## src/rtl/if_pkg.sv

```systemverilog
// Shared types and constants for the instruction fetch buffer.
package if_pkg;

  localparam int IF_XLEN = 32;
  localparam logic [IF_XLEN-1:0] NOP_INSTR = 32'h0000_0013;

  typedef struct packed {
    logic [IF_XLEN-1:0] pc;
    logic [IF_XLEN-1:0] instr;
    logic               fault;
  } if_entry_t;

  typedef struct packed {
    logic [IF_XLEN-1:0] pc;
    logic               fault;
  } if_tag_t;

  function automatic logic is_misaligned(input logic [IF_XLEN-1:0] addr);
    return addr[1:0] != 2'b00;
  endfunction

endpackage

```

## src/rtl/sync_fifo.sv

```systemverilog
// Show-ahead synchronous FIFO with clear; pointers carry an extra wrap bit.
module sync_fifo #(
  parameter int WIDTH = 8,
  parameter int DEPTH = 4
) (
  input  logic                     clk,
  input  logic                     rst_n,
  input  logic                     push,
  input  logic [WIDTH-1:0]         push_data,
  input  logic                     pop,
  input  logic                     clear,
  output logic [WIDTH-1:0]         pop_data,
  output logic [$clog2(DEPTH):0]   count,
  output logic                     empty,
  output logic                     full
);

  localparam int PW = $clog2(DEPTH);
  localparam logic [PW:0] PTR_ONE = 1;

  logic [PW:0]      wr_ptr_q, wr_ptr_d;
  logic [PW:0]      rd_ptr_q, rd_ptr_d;
  logic [WIDTH-1:0] mem_q [DEPTH];
  logic             do_push, do_pop;

  assign empty    = (wr_ptr_q == rd_ptr_q);
  assign full     = (wr_ptr_q[PW] != rd_ptr_q[PW]) &&
                    (wr_ptr_q[PW-1:0] == rd_ptr_q[PW-1:0]);
  assign count    = wr_ptr_q - rd_ptr_q;
  assign pop_data = mem_q[rd_ptr_q[PW-1:0]];

  assign do_push  = push & ~full & ~clear;
  assign do_pop   = pop & ~empty & ~clear;

  always_comb begin
    wr_ptr_d = wr_ptr_q;
    rd_ptr_d = rd_ptr_q;
    if (clear) begin
      wr_ptr_d = '0;
      rd_ptr_d = '0;
    end else begin
      if (do_push) wr_ptr_d = wr_ptr_q + PTR_ONE;
      if (do_pop)  rd_ptr_d = rd_ptr_q + PTR_ONE;
    end
  end

  always_ff @(posedge clk or negedge rst_n) begin
    if (!rst_n) begin
      wr_ptr_q <= '0;
      rd_ptr_q <= '0;
    end else begin
      wr_ptr_q <= wr_ptr_d;
      rd_ptr_q <= rd_ptr_d;
    end
  end

  always_ff @(posedge clk) begin
    if (do_push) mem_q[wr_ptr_q[PW-1:0]] <= push_data;
  end

endmodule

```

## src/rtl/instr_fetch_buffer.sv

```systemverilog
// Fetch stage: issues PC fetches under a credit limit, tags them in order and
// buffers responses for decode; a flush drops buffered and in-flight fetches.
module instr_fetch_buffer
  import if_pkg::*;
#(
  parameter int DEPTH   = 4,
  parameter int MAX_OUT = 2,
  parameter int XLEN    = IF_XLEN
) (
  input  logic            clk,
  input  logic            reset,
  input  logic [XLEN-1:0] pc_addr,
  input  logic            pc_valid,
  output logic            pc_advance,
  input  logic            flush,
  output logic            imem_req,
  output logic [XLEN-1:0] imem_addr,
  input  logic            imem_gnt,
  input  logic            imem_rvalid,
  input  logic [XLEN-1:0] imem_rdata,
  output logic            if_valid,
  output logic [XLEN-1:0] if_instr,
  output logic [XLEN-1:0] if_pc,
  output logic            if_fault,
  input  logic            dec_ready,
  output logic            err_spurious
);

  localparam int FW = $clog2(DEPTH) + 1;
  localparam int OW = $clog2(MAX_OUT) + 1;
  localparam int CW = $clog2(DEPTH) + 2;

  logic [FW-1:0] fifo_count;
  logic          fifo_empty, fifo_full;
  logic [OW-1:0] outstanding;
  logic          tag_empty, tag_full;
  logic [CW-1:0] inflight;
  logic          credit_ok, grant, rsp, rsp_keep, fifo_pop;
  logic [OW-1:0] drop_cnt_q, drop_cnt_d;
  logic          err_spurious_q, err_spurious_d;
  if_entry_t     fifo_wdata, fifo_rdata;
  if_tag_t       tag_wdata, tag_rdata;

  // Credits count both buffered and in-flight words so a response always fits.
  assign inflight   = CW'(outstanding) + CW'(fifo_count);
  assign credit_ok  = (inflight < CW'(DEPTH)) & ~tag_full;
  assign imem_req   = reset & pc_valid & credit_ok & ~flush;
  assign imem_addr  = {pc_addr[XLEN-1:2], 2'b00};
  assign grant      = imem_req & imem_gnt;
  assign pc_advance = grant;

  assign rsp      = imem_rvalid & ~tag_empty;
  assign rsp_keep = rsp & (drop_cnt_q == '0) & ~flush & ~fifo_full;
  assign fifo_pop = ~fifo_empty & dec_ready & ~flush;

  always_comb begin
    tag_wdata.pc    = pc_addr;
    tag_wdata.fault = is_misaligned(pc_addr);
    fifo_wdata.pc    = tag_rdata.pc;
    fifo_wdata.fault = tag_rdata.fault;
    fifo_wdata.instr = tag_rdata.fault ? NOP_INSTR : imem_rdata;
  end

  // The tag queue is kept through a flush so late responses still retire their tag.
  always_comb begin
    drop_cnt_d     = drop_cnt_q;
    err_spurious_d = err_spurious_q | (imem_rvalid & tag_empty);
    if (flush) begin
      drop_cnt_d = outstanding - {{(OW-1){1'b0}}, rsp};
    end else if (rsp && (drop_cnt_q != '0)) begin
      drop_cnt_d = drop_cnt_q - {{(OW-1){1'b0}}, 1'b1};
    end
  end

  always_ff @(posedge clk or negedge reset) begin
    if (!reset) begin
      drop_cnt_q     <= '0;
      err_spurious_q <= 1'b0;
    end else begin
      drop_cnt_q     <= drop_cnt_d;
      err_spurious_q <= err_spurious_d;
    end
  end

  sync_fifo #(
    .WIDTH ($bits(if_tag_t)),
    .DEPTH (MAX_OUT)
  ) u_tag_q (
    .clk       (clk),
    .rst_n     (reset),
    .push      (grant),
    .push_data (tag_wdata),
    .pop       (rsp),
    .clear     (1'b0),
    .pop_data  (tag_rdata),
    .count     (outstanding),
    .empty     (tag_empty),
    .full      (tag_full)
  );

  sync_fifo #(
    .WIDTH ($bits(if_entry_t)),
    .DEPTH (DEPTH)
  ) u_ibuf (
    .clk       (clk),
    .rst_n     (reset),
    .push      (rsp_keep),
    .push_data (fifo_wdata),
    .pop       (fifo_pop),
    .clear     (flush),
    .pop_data  (fifo_rdata),
    .count     (fifo_count),
    .empty     (fifo_empty),
    .full      (fifo_full)
  );

  assign if_valid     = ~fifo_empty;
  assign if_pc        = fifo_rdata.pc;
  assign if_instr     = fifo_rdata.instr;
  assign if_fault     = fifo_rdata.fault;
  assign err_spurious = err_spurious_q;

endmodule
```

## config.mk

```make
export PLATFORM = sky130hd
export DESIGN_NAME = instr_fetch_buffer
export DESIGN_NICKNAME = d
export VERILOG_FILES = /design/src/rtl/if_pkg.sv /design/src/rtl/sync_fifo.sv /design/src/rtl/instr_fetch_buffer.sv
export SDC_FILE = /design/constraint.sdc
export NUM_CORES = 1
export LEC_CHECK = 0
export ABC_AREA = 0
export BUFFER_PORTS_ARGS = -buffer_cell sky130_fd_sc_hd__buf_2
export CORE_ASPECT_RATIO = 1.2
export CORE_MARGIN = 5
export CORE_UTILIZATION = 25
export DETAILED_ROUTE_END_ITERATION = 7
export GPL_TIMING_DRIVEN = 1
export PLACE_DENSITY_LB_ADDON = 0.08
export RECOVER_POWER = 100
export SKIP_LAST_GASP = 1
export SLEW_MARGIN = 20
export SYNTH_ARGS = -nofsm -noshare
export SYNTH_HDL_FRONTEND = slang
export SYNTH_SLANG_ARGS = --single-unit
```

## constraint.sdc

```tcl
create_clock -name clk -period 18.3 [get_ports clk]
set_input_delay 2.745 -clock clk [delete_from_list [all_inputs] [get_ports clk]]
set_output_delay 2.745 -clock clk [all_outputs]
set_load 0.01 [all_outputs]
```

* Word level (Yosys, flattened, before mapping)
Memories as Yosys holds them, arrays and structs flattened.
Cells that the tools add are included.
W data, S select, Z words.
** Operators by class
- Order comparisons :: 1
- Mux-type cells :: 11
- Equality and inequality tests :: 6
- Reduce and logical (&&, ||, !) cells :: 9
- Add/subtract/negate cells :: 9
- Bitwise logic cells :: 24
** Operators with widths (count)
- $mux W32 :: 1
- $and A1 B1 Y1 :: 18
- $mux W3 :: 4
- $reduce_bool A2 Y1 :: 5
- $add A3 B1 Y3 const B :: 2
- $not A1 Y1 :: 5
- $add A2 B1 Y2 const B :: 2
- $add A2 B3 Y4 :: 1
- $eq A2 B2 Y1 :: 2
- $lt A4 B3 Y1 const B :: 1
- $mux W1 :: 4
- $mux W2 :: 2
- $eq A3 B3 Y1 :: 1
- $logic_and A1 B1 Y1 :: 3
- $sub A3 B3 Y3 :: 1
- $logic_not A2 Y1 :: 1
- $ne A1 B1 Y1 :: 2
- $sub A2 B1 Y2 :: 1
- $sub A2 B1 Y2 const B :: 1
- $sub A2 B2 Y2 :: 1
- $eq A1 B1 Y1 :: 1
- $or A1 B1 Y1 :: 1
** Storage, ports and cells
- Register bits :: 13
- Output and inout bits :: 101
- Logic and storage cells :: 68
- Memories :: 2
- Memory bits (writable) :: 326
- Bits of input ports :: 71
** Memory list
- u_ibuf.mem_q :: depth 4, width 65, read ports 1, clocked after memory_dff 0, write ports 1, line sync_fifo.sv:23 : logic [WIDTH-1:0] mem_q [DEPTH];
- u_tag_q.mem_q :: depth 2, width 33, read ports 1, clocked after memory_dff 0, write ports 1, line sync_fifo.sv:23

* Logic depth before layout (Yosys ltp)
- Depth after elaboration :: 10
- Depth in mapped cells :: 9
- Gate-level depth less buffers :: 9

* Modules after synthesis
A second synthesis with hierarchy kept.
** Second synthesis, totals
- Cells, all modules :: 640
- Area, all modules :: 13357.8 um^2
** Modules (own cells, without submodules)
- sync_fifo (u_ibuf) :: area an instance 9964.6 um^2, instances 1, sequential area each 7957.6 um^2, cells each 404
- sync_fifo (u_tag_q) :: area an instance 2671.3 um^2, instances 1, sequential area each 2082.0 um^2, cells each 140
- instr_fetch_buffer :: area an instance 721.9 um^2, instances 1, sequential area each 75.1 um^2, cells each 96

* Worst setup path before layout
No wires, ideal clock.
- Path kind :: input-to-reg
- From :: input port imem_rvalid
- To :: memory u_ibuf.mem_q[3][0] (netlist bit) (enable)
- Stages on the path :: 4
- Slack :: 8416 ps
- Buffers on the path :: 1
- Library setup time :: 649 ps
- Data required time :: 17651 ps
- Arrival time :: 9235 ps
- Path through :: inv_1 > a21o_1 > buf_2 > nor4_1
** On the way
- Word-level cells in the longest chain between the ends :: 8
** Ends and longest elaborated chain
- from (decl) :: line instr_fetch_buffer.sv:19 : input logic imem_rvalid,
- $and A1 B1 Y1 :: line instr_fetch_buffer.sv:52 : assign rsp = imem_rvalid & ~tag_empty;
- $and A1 B1 Y1 (3 in a row) :: line instr_fetch_buffer.sv:53 : assign rsp_keep = rsp & (drop_cnt_q == '0) & ~flush & ~fifo_full;
- $and A1 B1 Y1 (2 in a row) :: line sync_fifo.sv:32 : assign do_push = push & ~full & ~clear;
- $mux W1 :: line sync_fifo.sv:58 : if (do_push) mem_q[wr_ptr_q[PW-1:0]] <= push_data;
- $mux W1 (not written as such) :: line sync_fifo.sv:58
- to (decl) :: line sync_fifo.sv:23
Every way passes these cells.

* Worst setup path in the final report
- From :: register u_ibuf.rd_ptr_q[0]
- To :: output port if_pc[29]
** On the way
- Word-level cells in the longest chain between the ends :: 1
** Ends and longest elaborated chain
- from (decl) :: line sync_fifo.sv:22 : logic [PW:0] rd_ptr_q, rd_ptr_d;
- from (signal assigned) :: line sync_fifo.sv:53 : rd_ptr_q <= rd_ptr_d;
- $mem_v2 Z4 W65
- to (decl) :: line instr_fetch_buffer.sv:23 : output logic [XLEN-1:0] if_pc,
Every way passes these cells.

==> report_table.html <==
<table>
<tr><th>Metric</th><th>Value</th></tr>
<tr><th colspan="2">Floorplan</th></tr>
<tr><td>Vertical die dimension</td><td>about 260 um</td></tr>
<tr><td>Num ports</td><td>172</td></tr>
<tr><td>Std cell rows</td><td>a little over 90</td></tr>
<tr><td>Die width</td><td>between 200 and 250 um</td></tr>
<tr><td>Area of the die</td><td>approximately 0.057 mm^2</td></tr>
<tr><td>Floorplan core area</td><td>roughly 0.052 mm^2</td></tr>
<tr><td>Starting density of the core</td><td>0.251</td></tr>
<tr><th colspan="2">Synthesis</th></tr>
<tr><td>Main area contributors after synthesis</td><td>sky130_fd_sc_hd__edfxtp_1 (75%), sky130_fd_sc_hd__mux4_2 (11%), sky130_fd_sc_hd__mux2_2 (2.8%)</td></tr>
<tr><td>Post-synthesis mux area share</td><td>0.142</td></tr>
<tr><td>Synthesis Warnings</td><td>0</td></tr>
<tr><td>Post-synthesis share of cell area spent on and, or, nand and nor gates</td><td>0.0237</td></tr>
<tr><td>Number of instances in the synthesized netlist</td><td>approximately 600</td></tr>
<tr><td>Share of synthesized registers carrying an async set or reset</td><td>0.0383</td></tr>
<tr><td>Number of distinct standard cells referenced by the synthesized netlist</td><td>39</td></tr>
<tr><td>Xor/xnor cell area share of the yosys netlist</td><td>0.0104</td></tr>
<tr><td>Area of the mapped netlist</td><td>approximately 0.013 mm^2</td></tr>
<tr><td>Synthesized area per cell</td><td>21.7 um^2</td></tr>
<tr><td>Post-synthesis register bit count</td><td>339</td></tr>
<tr><td>Most common cell in the synthesized netlist</td><td>sky130_fd_sc_hd__edfxtp_1</td></tr>
<tr><td>Post-synthesis sequential area ratio</td><td>0.773</td></tr>
<tr><td>EDFF count, synth</td><td>around 330</td></tr>
<tr><td>Most area-hungry cell type in the Yosys netlist</td><td>sky130_fd_sc_hd__edfxtp_1</td></tr>
<tr><td>Most frequent cells after synthesis</td><td>sky130_fd_sc_hd__edfxtp_1 (326), sky130_fd_sc_hd__mux4_2 (65), sky130_fd_sc_hd__and2_1 (32), sky130_fd_sc_hd__buf_4 (32), sky130_fd_sc_hd__mux2_2 (32)</td></tr>
<tr><td>Compound-Gate Fraction of Synth Area</td><td>0.00965</td></tr>
<tr><td>Share of the synthesized area in the top cell type</td><td>0.748</td></tr>
<tr><td>Adder and majority cell fraction of the synthesized area</td><td>0.0120</td></tr>
<tr><td>Combinational family with the most area after synthesis</td><td>multiplexers</td></tr>
<tr><td>Most instantiated flip-flop cell in the synthesis netlist</td><td>sky130_fd_sc_hd__edfxtp_1</td></tr>
<tr><th colspan="2">Detailed routing</th></tr>
<tr><td>Total wire length after detailed routing</td><td>slightly below 30,000 um</td></tr>
<tr><td>Routed length per placed instance</td><td>just under 20 um</td></tr>
<tr><td>Number of design-rule violations left by the first detailed-router iteration</td><td>271</td></tr>
<tr><td>Average vias per placed instance</td><td>just over 4</td></tr>
<tr><td>Final antenna-violating net count</td><td>0</td></tr>
<tr><td>Length of the first detailed-routing pass in iterations</td><td>4</td></tr>
<tr><td>DRC viols</td><td>0</td></tr>
<tr><td>Via count</td><td>approximately 6.1k</td></tr>
<tr><th colspan="2">Hold path</th></tr>
<tr><td>HP Class</td><td>reg2reg</td></tr>
<tr><td>Number of cells on the worst hold path</td><td>1</td></tr>
<tr><th colspan="2">Timing</th></tr>
<tr><td>Actual slew at the worst max-slew pin</td><td>around 3.9 ns</td></tr>
<tr><td>Unrepaired setup endpoints after global routing</td><td>false</td></tr>
<tr><td>Share of the clock period used by the worst path after layout</td><td>0.478</td></tr>
<tr><td>Worst hold margin</td><td>approximately 0.48 ns</td></tr>
<tr><td>Number of hold-slack violations in the final timing report</td><td>0</td></tr>
<tr><td>Max-slew violation count</td><td>411</td></tr>
<tr><td>Achievable Freq</td><td>~110 MHz</td></tr>
<tr><td>Fin Clk Skew</td><td>0.0150 ns</td></tr>
<tr><td>Post-route minimum period</td><td>between 8 and 9 ns</td></tr>
<tr><td># setup viols final</td><td>0</td></tr>
<tr><td>Final setup TNS</td><td>0 ns</td></tr>
<tr><td>Headroom to the max-slew limit</td><td>-1.62</td></tr>
<tr><th colspan="2">Critical path</th></tr>
<tr><td>Largest fanout on the critical path</td><td>39</td></tr>
<tr><td>WS Path Type</td><td>reg2out</td></tr>
<tr><td>Crit path max-delay cell type</td><td>sky130_fd_sc_hd__clkbuf_1</td></tr>
<tr><td>Category of the worst setup path capture point</td><td>primary output</td></tr>
<tr><td>Critical Path Max Stage Delay</td><td>roughly 2.7 ns</td></tr>
<tr><td>Worst Reg-to-Reg Cells</td><td>6</td></tr>
<tr><td>Count of cell instances traversed by the critical path</td><td>3</td></tr>
<tr><td>Data required time of the worst path</td><td>between 15 and 20 ns</td></tr>
<tr><td>Combined buffer and inverter count along the critical path</td><td>2</td></tr>
<tr><td>Nature of the critical path startpoint</td><td>register</td></tr>
<tr><td>WP data arrival</td><td>6.00 ns</td></tr>
<tr><td>Top cell by count, worst path</td><td>sky130_fd_sc_hd__clkbuf_1</td></tr>
<tr><td>Cell family contributing the most delay on the critical path</td><td>buffers and inverters</td></tr>
<tr><td>Critical path, cell by cell</td><td>clkbuf_1 &gt; mux4_2 &gt; clkbuf_1</td></tr>
<tr><th colspan="2">Cells and area</th></tr>
<tr><td>Count of nets after finishing</td><td>~850</td></tr>
<tr><td>Synth-to-Final Area Change</td><td>19.1%</td></tr>
<tr><td>Post-route design area</td><td>0.0156 mm^2</td></tr>
<tr><td>Non-Filler Instances</td><td>~1.5k</td></tr>
<tr><td>Fraction of final layout cells sized beyond drive strength 1</td><td>0.208</td></tr>
<tr><th colspan="2">Pwr</th></tr>
<tr><td>Worst voltage drop across the vdd grid</td><td>just over 0.06 mV</td></tr>
<tr><td>Pleak</td><td>between 4 and 5 nW</td></tr>
<tr><td>Power consumption</td><td>~2.1 mW</td></tr>
<tr><td>Ratio of total power to cell area</td><td>133 mW/mm^2</td></tr>
<tr><th colspan="2">Clocking</th></tr>
<tr><td>Number of gates resized after CTS</td><td>0</td></tr>
<tr><td>H-Tree Level Count</td><td>2</td></tr>
<tr><td>CTS buffer count</td><td>39</td></tr>
<tr><td>Clock tree from TritonCTS</td><td>done</td></tr>
<tr><td>Clock Root Buffer</td><td>sky130_fd_sc_hd__clkbuf_16</td></tr>
<tr><td>Number of hold-repair buffers added at the cts stage</td><td>0</td></tr>
<tr><td>Number of clock sinks seen by CTS</td><td>339</td></tr>
<tr><td>Post-CTS repair timing setup buffer count</td><td>0</td></tr>
<tr><td>Largest buffer count on any clock path</td><td>3</td></tr>
<tr><td>Post-CTS clock slew at the launch and capture registers of the worst setup and hold paths</td><td>approximately 0.06 ns</td></tr>
<tr><td>Insertion delay of the later-clocked pin in the worst-skew pair</td><td>roughly 0.55 ns</td></tr>
<tr><th colspan="2">GRT</th></tr>
<tr><td>Global-route wire length before repair</td><td>around 45,000 um</td></tr>
<tr><td>Largest net degree at the start of global routing</td><td>50</td></tr>
<tr><td>Global-route usage over all layers</td><td>0.105</td></tr>
<tr><td>Gr ovfl total</td><td>0</td></tr>
<tr><td>Number of global-route vias before repair</td><td>~7k</td></tr>
<tr><td>Number of antenna violations at the first check in global routing</td><td>0</td></tr>
<tr><th colspan="2">Placement</th></tr>
<tr><td>Placed cells</td><td>1,435</td></tr>
<tr><td>Hpwl dp</td><td>roughly 17,000 um</td></tr>
<tr><td>Count of input and output buffers</td><td>around 170</td></tr>
<tr><td>Routability cong.</td><td>a little under 0.7</td></tr>
<tr><td>Total placed instance area</td><td>0.0146 mm^2</td></tr>
<tr><th colspan="2">Job</th></tr>
<tr><td>Number of maximum-capacitance constraint violations</td><td>11</td></tr>
<tr><th colspan="2">Status</th></tr>
<tr><td>Violations in the final reports</td><td>max-capacitance violations, max-slew violations</td></tr>
<tr><td>Run status</td><td>complete, but fails checks</td></tr>
</table>
[final timing paths]
kind,start,end,slack (ns)
max,u_ibuf.rd_ptr_q[0],if_pc[29],9.56
min,err_spurious,err_spurious,0.48
max reg2reg,u_tag_q.rd_ptr_q[0],u_ibuf.mem_q[0][31],10.38
min reg2reg,err_spurious,err_spurious,0.48
max in group asynchronous,reset,u_ibuf.rd_ptr_q[1],15.45
min in group asynchronous,reset,u_tag_q.wr_ptr_q[0],2.26
[cell usage in the layout (no fill, tap or decap), types with 2 or more instances in the layout]
cell                        Yosys  routed
sky130_fd_sc_hd__bufinv_16      0       4
sky130_fd_sc_hd__dfrtp_1       13      11
sky130_fd_sc_hd__ha_1          11      11
sky130_fd_sc_hd__inv_6          0       3
sky130_fd_sc_hd__xnor2_1        8       8
sky130_fd_sc_hd__mux2_1         0      32
sky130_fd_sc_hd__edfxtp_1     326     326
sky130_fd_sc_hd__conb_1         1       2
sky130_fd_sc_hd__buf_2          7      39
sky130_fd_sc_hd__nand2b_1       3       3
sky130_fd_sc_hd__a21oi_1        4       4
sky130_fd_sc_hd__nand3_1        3       3
sky130_fd_sc_hd__o21ai_0        5       5
sky130_fd_sc_hd__and2_0         0      32
sky130_fd_sc_hd__nor2_1         4       3
sky130_fd_sc_hd__mux4_2        65      65
sky130_fd_sc_hd__nand2_1        3       3
sky130_fd_sc_hd__clkinv_2       0       7
sky130_fd_sc_hd__xor2_1         5       5
sky130_fd_sc_hd__clkinv_1       0      10
sky130_fd_sc_hd__mux2i_1        3       3
sky130_fd_sc_hd__inv_1         13      13
sky130_fd_sc_hd__clkbuf_16      0      39
sky130_fd_sc_hd__clkbuf_1      13     144
[sequential cells by signal, summed over array words and instances (netlist names)]
| register | flops |
|---|---|
| drop_cnt_q | 2 |
| err_spurious | 1 |
| u_ibuf.mem_q | 260 |
| u_ibuf.rd_ptr_q | 3 |
| u_ibuf.wr_ptr_q | 3 |
| u_tag_q.mem_q | 66 |
| u_tag_q.rd_ptr_q | 2 |
| u_tag_q.wr_ptr_q | 2 |
[layer usage]
layer / vias to the layer above / track usage / wire, um
met5: - / 0 / 0
met4: 0 / 0.0401 / 836
met3: 50 / 0.0240 / 1410
met2: 149 / 0.182 / 15200
met1: 3190 / 0.127 / 12300
li1: 2734 / - / -
[logic make-up (layout without fill, tap and decap cells)]
group                    Yosys count  in the layout
flip-flops                       339            339
multiplexers                     100            100
buffers and inverters             69            262
AND/OR/NAND/NOR                   52             52
AO/OA/AOI/OAI                     17             17
XOR/XNOR                          14             14
adder cells (fa/ha/maj)           12             12
other                              1              3
[area by class of cell]
cell class	count	area, um^2
antenna	1	2.50
clock buffer	42	987
clock inverter	26	235
fill	5253	36700
inverter	13	48.8
multi-input combinational	197	2580
sequential	339	10100
tap	705	882
timing repair buffer	181	732
[through the flow]
step | utilization | setup slack [ns]
after CTS | 0.303 | 11.48
final | 0.298 | 9.56
after floorplan | - | 8.42
after global routing | 0.298 | 8.57
after global placement | 0.279 | 11.53
after detailed placement | 0.280 | 11.48
[report_power, final]
part	internal [mW]	total (mW)	leakage (nW)	switching, mW
Combinational	0.158	0.370	1.14	0.211
Clock	0.446	0.750	0.602	0.304
Sequential	0.927	0.956	3.11	0.0289
Note: power is estimated with default switching activity, not from simulation.
